File: src/rtl/wb_stage_dual.sv
// Write-back stage: N-source result select, pipeline register, handshake,
// flush, and serialisation of dual-destination instructions into two writes.
//
// Ports:
//   clk, rst_n                  clock (rising edge), async active-low reset
//   in_valid / in_ready         upstream handshake; in_ready is low in DUAL2
//   in_src_data, in_src_sel     flattened candidate results and their select
//   in_wr_en, in_rd             first write enable and destination
//   in_dual, in_rd2, in_data2   optional second destination and its data
//   flush                       synchronous kill of accepted/pending work
//   rf_we, rf_waddr, rf_wdata   registered register-file write port
//   sel_err                     one-cycle pulse for an out-of-range select
//   wb_count                    committed-write counter, wraps at 16 bits
module wb_stage_dual #(
    parameter int DATA_W  = 16,
    parameter int ADDR_W  = 3,
    parameter int NUM_SRC = 4,
    parameter int SEL_W   = 2
) (
    input  logic                      clk,
    input  logic                      rst_n,
    input  logic                      in_valid,
    output logic                      in_ready,
    input  logic [NUM_SRC*DATA_W-1:0] in_src_data,
    input  logic [SEL_W-1:0]          in_src_sel,
    input  logic                      in_wr_en,
    input  logic [ADDR_W-1:0]         in_rd,
    input  logic                      in_dual,
    input  logic [ADDR_W-1:0]         in_rd2,
    input  logic [DATA_W-1:0]         in_data2,
    input  logic                      flush,
    output logic                      rf_we,
    output logic [ADDR_W-1:0]         rf_waddr,
    output logic [DATA_W-1:0]         rf_wdata,
    output logic                      sel_err,
    output logic [15:0]               wb_count
);

    typedef enum logic {
        IDLE,
        DUAL2
    } state_t;

    state_t              state_q, state_d;
    logic                rf_we_q, rf_we_d;
    logic [ADDR_W-1:0]   waddr_q, waddr_d;
    logic [DATA_W-1:0]   wdata_q, wdata_d;
    logic                sel_err_q, sel_err_d;
    logic [15:0]         cnt_q, cnt_d;
    logic [ADDR_W-1:0]   rd2_q, rd2_d;
    logic [DATA_W-1:0]   data2_q, data2_d;

    logic [DATA_W-1:0]   src_word;
    logic                sel_ok;
    logic                accept;

    // Out-of-range selects never index the bus; they fall back to zero.
    always_comb begin
        src_word = '0;
        for (int i = 0; i < NUM_SRC; i++) begin
            if (in_src_sel == SEL_W'(i)) begin
                src_word = in_src_data[i*DATA_W +: DATA_W];
            end
        end
    end

    assign sel_ok   = (32'(in_src_sel) < NUM_SRC);
    assign in_ready = (state_q == IDLE);
    assign accept   = in_valid && in_ready;

    always_comb begin
        state_d   = state_q;
        rf_we_d   = 1'b0;
        waddr_d   = waddr_q;
        wdata_d   = wdata_q;
        sel_err_d = 1'b0;
        rd2_d     = rd2_q;
        data2_d   = data2_q;

        if (flush) begin
            // Flush beats both a new accept and the pending second write.
            state_d = IDLE;
            rd2_d   = '0;
            data2_d = '0;
        end else begin
            unique case (state_q)
                DUAL2: begin
                    rf_we_d = 1'b1;
                    waddr_d = rd2_q;
                    wdata_d = data2_q;
                    state_d = IDLE;
                end
                default: begin
                    if (accept) begin
                        if (!sel_ok) begin
                            sel_err_d = 1'b1;
                            wdata_d   = '0;
                        end else if (in_wr_en) begin
                            rf_we_d = 1'b1;
                            waddr_d = in_rd;
                            wdata_d = src_word;
                            if (in_dual) begin
                                rd2_d   = in_rd2;
                                data2_d = in_data2;
                                state_d = DUAL2;
                            end
                        end
                    end
                end
            endcase
        end

        cnt_d = cnt_q + 16'(rf_we_d);
    end

    always_ff @(posedge clk or negedge rst_n) begin
        if (!rst_n) begin
            state_q   <= IDLE;
            rf_we_q   <= 1'b0;
            waddr_q   <= '0;
            wdata_q   <= '0;
            sel_err_q <= 1'b0;
            cnt_q     <= '0;
            rd2_q     <= '0;
            data2_q   <= '0;
        end else begin
            state_q   <= state_d;
            rf_we_q   <= rf_we_d;
            waddr_q   <= waddr_d;
            wdata_q   <= wdata_d;
            sel_err_q <= sel_err_d;
            cnt_q     <= cnt_d;
            rd2_q     <= rd2_d;
            data2_q   <= data2_d;
        end
    end

    assign rf_we    = rf_we_q;
    assign rf_waddr = waddr_q;
    assign rf_wdata = wdata_q;
    assign sel_err  = sel_err_q;
    assign wb_count = cnt_q;

endmodule

File: config.mk
export PLATFORM = sky130hd
export DESIGN_NAME = wb_stage_dual
export DESIGN_NICKNAME = d
export VERILOG_FILES = /design/src/rtl/wb_stage_dual.sv
export SDC_FILE = /design/constraint.sdc
export NUM_CORES = 1
export LEC_CHECK = 0
export ABC_AREA = 1
export ABC_CLOCK_PERIOD_IN_PS = 2300
export CORE_MARGIN = 8
export CORE_UTILIZATION = 42
export DETAILED_ROUTE_END_ITERATION = 10
export PLACE_DENSITY = 0.8
export SYNTH_ARGS = -nofsm -noshare
export SYNTH_HDL_FRONTEND = slang
export SYNTH_SLANG_ARGS = --single-unit
File: constraint.sdc
create_clock -name clk -period 2.3 [get_ports clk]
set_clock_uncertainty 0.05 [all_clocks]
set_input_delay 0.345 -clock clk [delete_from_list [all_inputs] [get_ports clk]]
set_output_delay 0.345 -clock clk [all_outputs]
set_load 0.02 [all_outputs]
Yosys cells after proc, flatten, opt, wreduce, memory -nomap -nowiden

Index checks and enable logic that the tools add are counted.

Add/subtract/negate cells: 1
Multiplexer cells: 29
Eq/ne operators: 4
Reduce and logical (&&, ||, !) cells: 9
Bitwise logic cells: 2

Operators with widths:

| cell               | count |
|---|---|
| $mux 16            | 12 |
| $mux 3             | 8 |
| $add 16x1->16      | 1 |
| $reduce_bool 2->1  | 5 |
| $mux 1             | 9 |
| $eq 2x2->1 const B | 2 |
| $reduce_and 4->1   | 1 |
| $reduce_and 3->1   | 1 |
| $eq 2x1->1 const B | 1 |
| $logic_not 2->1    | 1 |
| $ne 2x2->1 const B | 1 |
| $not 1->1          | 2 |
| $logic_and 1x1->1  | 1 |

Flip-flop bits (word level): 56
Bits of input ports: 94
Word-level logic and storage cells: 52
Output and inout bits: 38

Longest topological paths before layout

Depth after elaboration: 8
Gate-level depth with buffers: 11
Mapped depth without buffers: 11

Least setup slack after synthesis

No wires, ideal clock.

Kind: input to register
Start point: input flush
End point: register cnt_q[14] (netlist: wb_count[14])
Buffers on the path: 0
Setup slack: 0.472 ns
Arrival time: 1.699 ns
Setup time: 0.080 ns
Cell stages on the path: 10
Data required time: 2.170 ns
Cells stage by stage: inv_1 nand2_1 inv_1 ha_1 ha_1 nand2_1 nor2_2 nand3_1 nor2_1 xor2_1

Word-level cells in the longest chain between the ends: 2

RTL lines:

| element              | RTL line | text |
|---|---|---|
| start, declared      | 31       | `input logic flush,` |
| $mux 1               | 80       | `if (flush) begin` |
| net rf_we_d          | 45       | `logic rf_we_q, rf_we_d;` |
| $add 16x1->16        | 113      | `cnt_d = cnt_q + 16'(rf_we_d);` |
| net cnt_d[14]        | 49       | `logic [15:0] cnt_q, cnt_d;` |
| end signal, assigned | 132      | `cnt_q <= cnt_d;` |
| end, declared        | 49       |  |

The timed path passes the listed nets, and every way through them passes these cells.
A chain may end at the register's enable or synchronous reset.

Worst setup path after layout

Start point: register state_q
End point: output in_ready

Word-level cells in the longest chain between the ends: 1

RTL lines:

| element                | RTL line | text |
|---|---|---|
| start, declared        | 44       | `state_t state_q, state_d;` |
| start signal, assigned | 127      | `state_q <= state_d;` |
| $not 1->1              | 68       | `assign in_ready = (state_q == IDLE);` |
| end, declared          | 23       | `output logic in_ready,` |

No other way between the ends.

==> results_dict.tcl <==
set metrics [dict create \
    status "finished, final reports clean" \
    postPlaceCellArea_um2 4370 \
    hold_viol 0 \
    grt_pass1_wl_mm 14.7 \
    finalCritPeriodShare_pct 91.3 \
    r2r-start "state_q" \
    io_buffers 130 \
    slew_viol_final 0 \
    rr_worst_depth 7 \
    routabilityCongestion 0.922 \
    layout_setup_ws_ns 0.200 \
    peakVddDrop_mv 0.259 \
    grt_usage_pct 18.2 \
    final_cells 612 \
    diodes 0 \
    htreeDepth 2 \
    drc_errors 0 \
    dp_cells 604 \
    rsz0062_at_grt "false" \
    max_freq_mhz 476 \
    whs_ns 0.115 \
    clkTransAtPathRegs_ns 0.09 \
    ys_seq_elements 56 \
    synth_nets 484 \
    synth_enable_flop_cells 0 \
    tns_ns 0 \
    pwr_density_cell_nw_per_um2 616 \
    initial_core_util_pct 43.8 \
    yosys_warnings 0 \
    die_h_um 100 \
    row_count 30 \
    cts_buffer_depth 2 \
    cts_hold_buffers 0 \
    wl_mm 9.01 \
    end_kind "output pin" \
    path_delay_family "buffers and inverters" \
    numCtsBuffers 5 \
    syn_area_um2 2990 \
    cts.repair.resized 0 \
    postSynthAreaPerCell_um2 7.74 \
    dpl.hpwl_mm 7.24 \
    die_area_um2 10100 \
    dr.pass1.iters 5 \
    grt_max_degree 57 \
    core_um2 6830 \
    vias 2915 \
    drtIter0Drc 140 \
    syn_to_final_growth_pct 50.1 \
    cp_data_required_time_ns 1.90 \
    seq_area_frac_synth_pct 46.8 \
    maxCapViolations 0 \
    min_period_ns 2.10 \
    final_area_um2 4490 \
    syn-instance-count 387 \
    clk_latency_ns 0.30 \
    critPathMaxFanout 18 \
    critical_path_depth 3 \
    setup_violations 0 \
    hp-class "input pin to asynchronous set/reset pin" \
    cp.arrival_ns 1.71 \
    crit_start "state_q" \
    final_nets 612 \
    root_buffer "clkbuf_8" \
    ys.flop_type "dfrtp_1" \
    drive_gt1_share_pct 6.40 \
    synth.distinct_cells 26 \
    io_pins 132 \
    die_x_um 100 \
    crit_slowest_cell "clkdlybuf4s50_1" \
    critPathMaxStageDelay_ns 0.66 \
    slew_headroom_pct 45.4 \
    path_cells "inv_2 > buf_4 > clkdlybuf4s50_1" \
    viasPerCell 4.76 \
    ys_async_sr_fraction_pct 100 \
    power.static_leakage_nw 2.17 \
    antenna_left 0 \
    postCtsSetupBuffers 0 \
    clock-sinks 56 \
    post_drt_wl_per_cell_um 14.7 \
    dp_slack_ns 0.0576 \
    grt_pass1_vias 3064 \
    worst_pin_slew_ns 0.818 \
    critPathKind "flip-flop to output pin" \
    cts_tree "built" \
    start_kind "flip-flop" \
    grt_overflow 0 \
    path_buf_inv 3 \
    antenna_found_initial 0 \
]
-- state kept, by name, indices dropped and copies added (netlist names) --
signal    cells
state_q       1
rd2_q         3
rf_wdata     16
data2_q      16
rf_waddr      3
wb_count     16
rf_we         1
-- cells in the mapped netlist, types with 3 or more instances --
library cell	n	area, um^2
a21oi_1	16	80.1
a31oi_1	3	18.8
buf_2	5	25.0
buf_4	5	37.5
clkbuf_1	5	18.8
dfrtp_1	56	1400
ha_1	3	37.5
inv_1	41	154
inv_2	3	11.3
nand2_1	143	537
nand3_1	30	150
nor2_1	17	63.8
o21ai_0	5	25.0
o21ai_1	11	55.1
o22ai_1	6	37.5
o22ai_2	10	125
or2_0	5	31.3
xor2_1	10	87.6
-- final cells by class --
type,count,area [um^2]
clock inverter,1,30.0
clock buffer,7,96.3
sequential,56,1400
fill,591,2340
inverter,44,165
tap,96,120
multi-input combinational,270,1320
timing repair buffer,138,1360
-- cells in the final DEF, fill, tap and decap left out --
cell type        instances
nand2_1                143
clkdlybuf4s50_1        129
dfrtp_1                 56
inv_1                   41
nand3_1                 30
nor2_1                  17
a21oi_1                 16
o21ai_1                 11
xor2_1                  10
o22ai_2                 10
buf_4                    8
clkbuf_8                 7
o22ai_1                  6
o21ai_0                  5
or2_0                    5
inv_2                    3
a31oi_1                  3
ha_1                     3
nor3_1                   2
nand4_1                  2
nor2_2                   2
xnor2_1                  2
nand4_2                  1
or2_1                    1
conb_1                   1
bufinv_16                1
buf_2                    1
-- final timing paths --
check                               end  slack (ns)
max                            in_ready        0.20
min                         rf_waddr[1]        0.12
max reg2reg                    rd2_q[2]        0.40
min reg2reg                 rf_wdata[2]        0.44
max in group asynchronous  wb_count[13]        1.62
min in group clk            rf_wdata[2]        0.44
-- worst register-to-register path, cell delays in order (launching register included) --
cell and delay (ns):
dfrtp_1 0.39, inv_2 0.10, buf_4 0.25, nand4_2 0.17, or2_1 0.55, inv_2 0.20, nand2_1 0.07, nand2_1 0.07
-- logic make-up after synthesis --
kind of cell               Yosys count  share of synthesized area, %
and+or+nand+nor                    203                          27.9
DFF                                 56                          46.8
AOI/OAI and AO/OA                   51                          11.4
xor gates and xnor gates            12                          3.51
adders and majority gates            3                          1.25
other                                1                         0.125
buffers and inverters               61                          8.98
-- power breakdown --
part           internal [W]  switching (W)
sequential          0.00111       0.000107
clock              0.000384       0.000308
combinational      0.000438       0.000419
-- metrics by stage --
stage | total power [W] | utilization, %
after floorplan | 0.00160 | -
after global placement | 0.00209 | 63.9
after detailed placement | 0.00210 | 63.9
after CTS | 0.00280 | 65.8
after global routing | 0.00293 | 65.8
final | 0.00277 | 65.8
-- routing by layer --
layer	vias up	track usage [%]	part of all wire (%)
li1	1471	-	-
met1	1301	21.7	42
met2	137	28.8	45
met3	6	8.79	12
met4	0	3.95	0.57
met5	-	0	0
No activity file was read; power rests on OpenSTA's default activity.
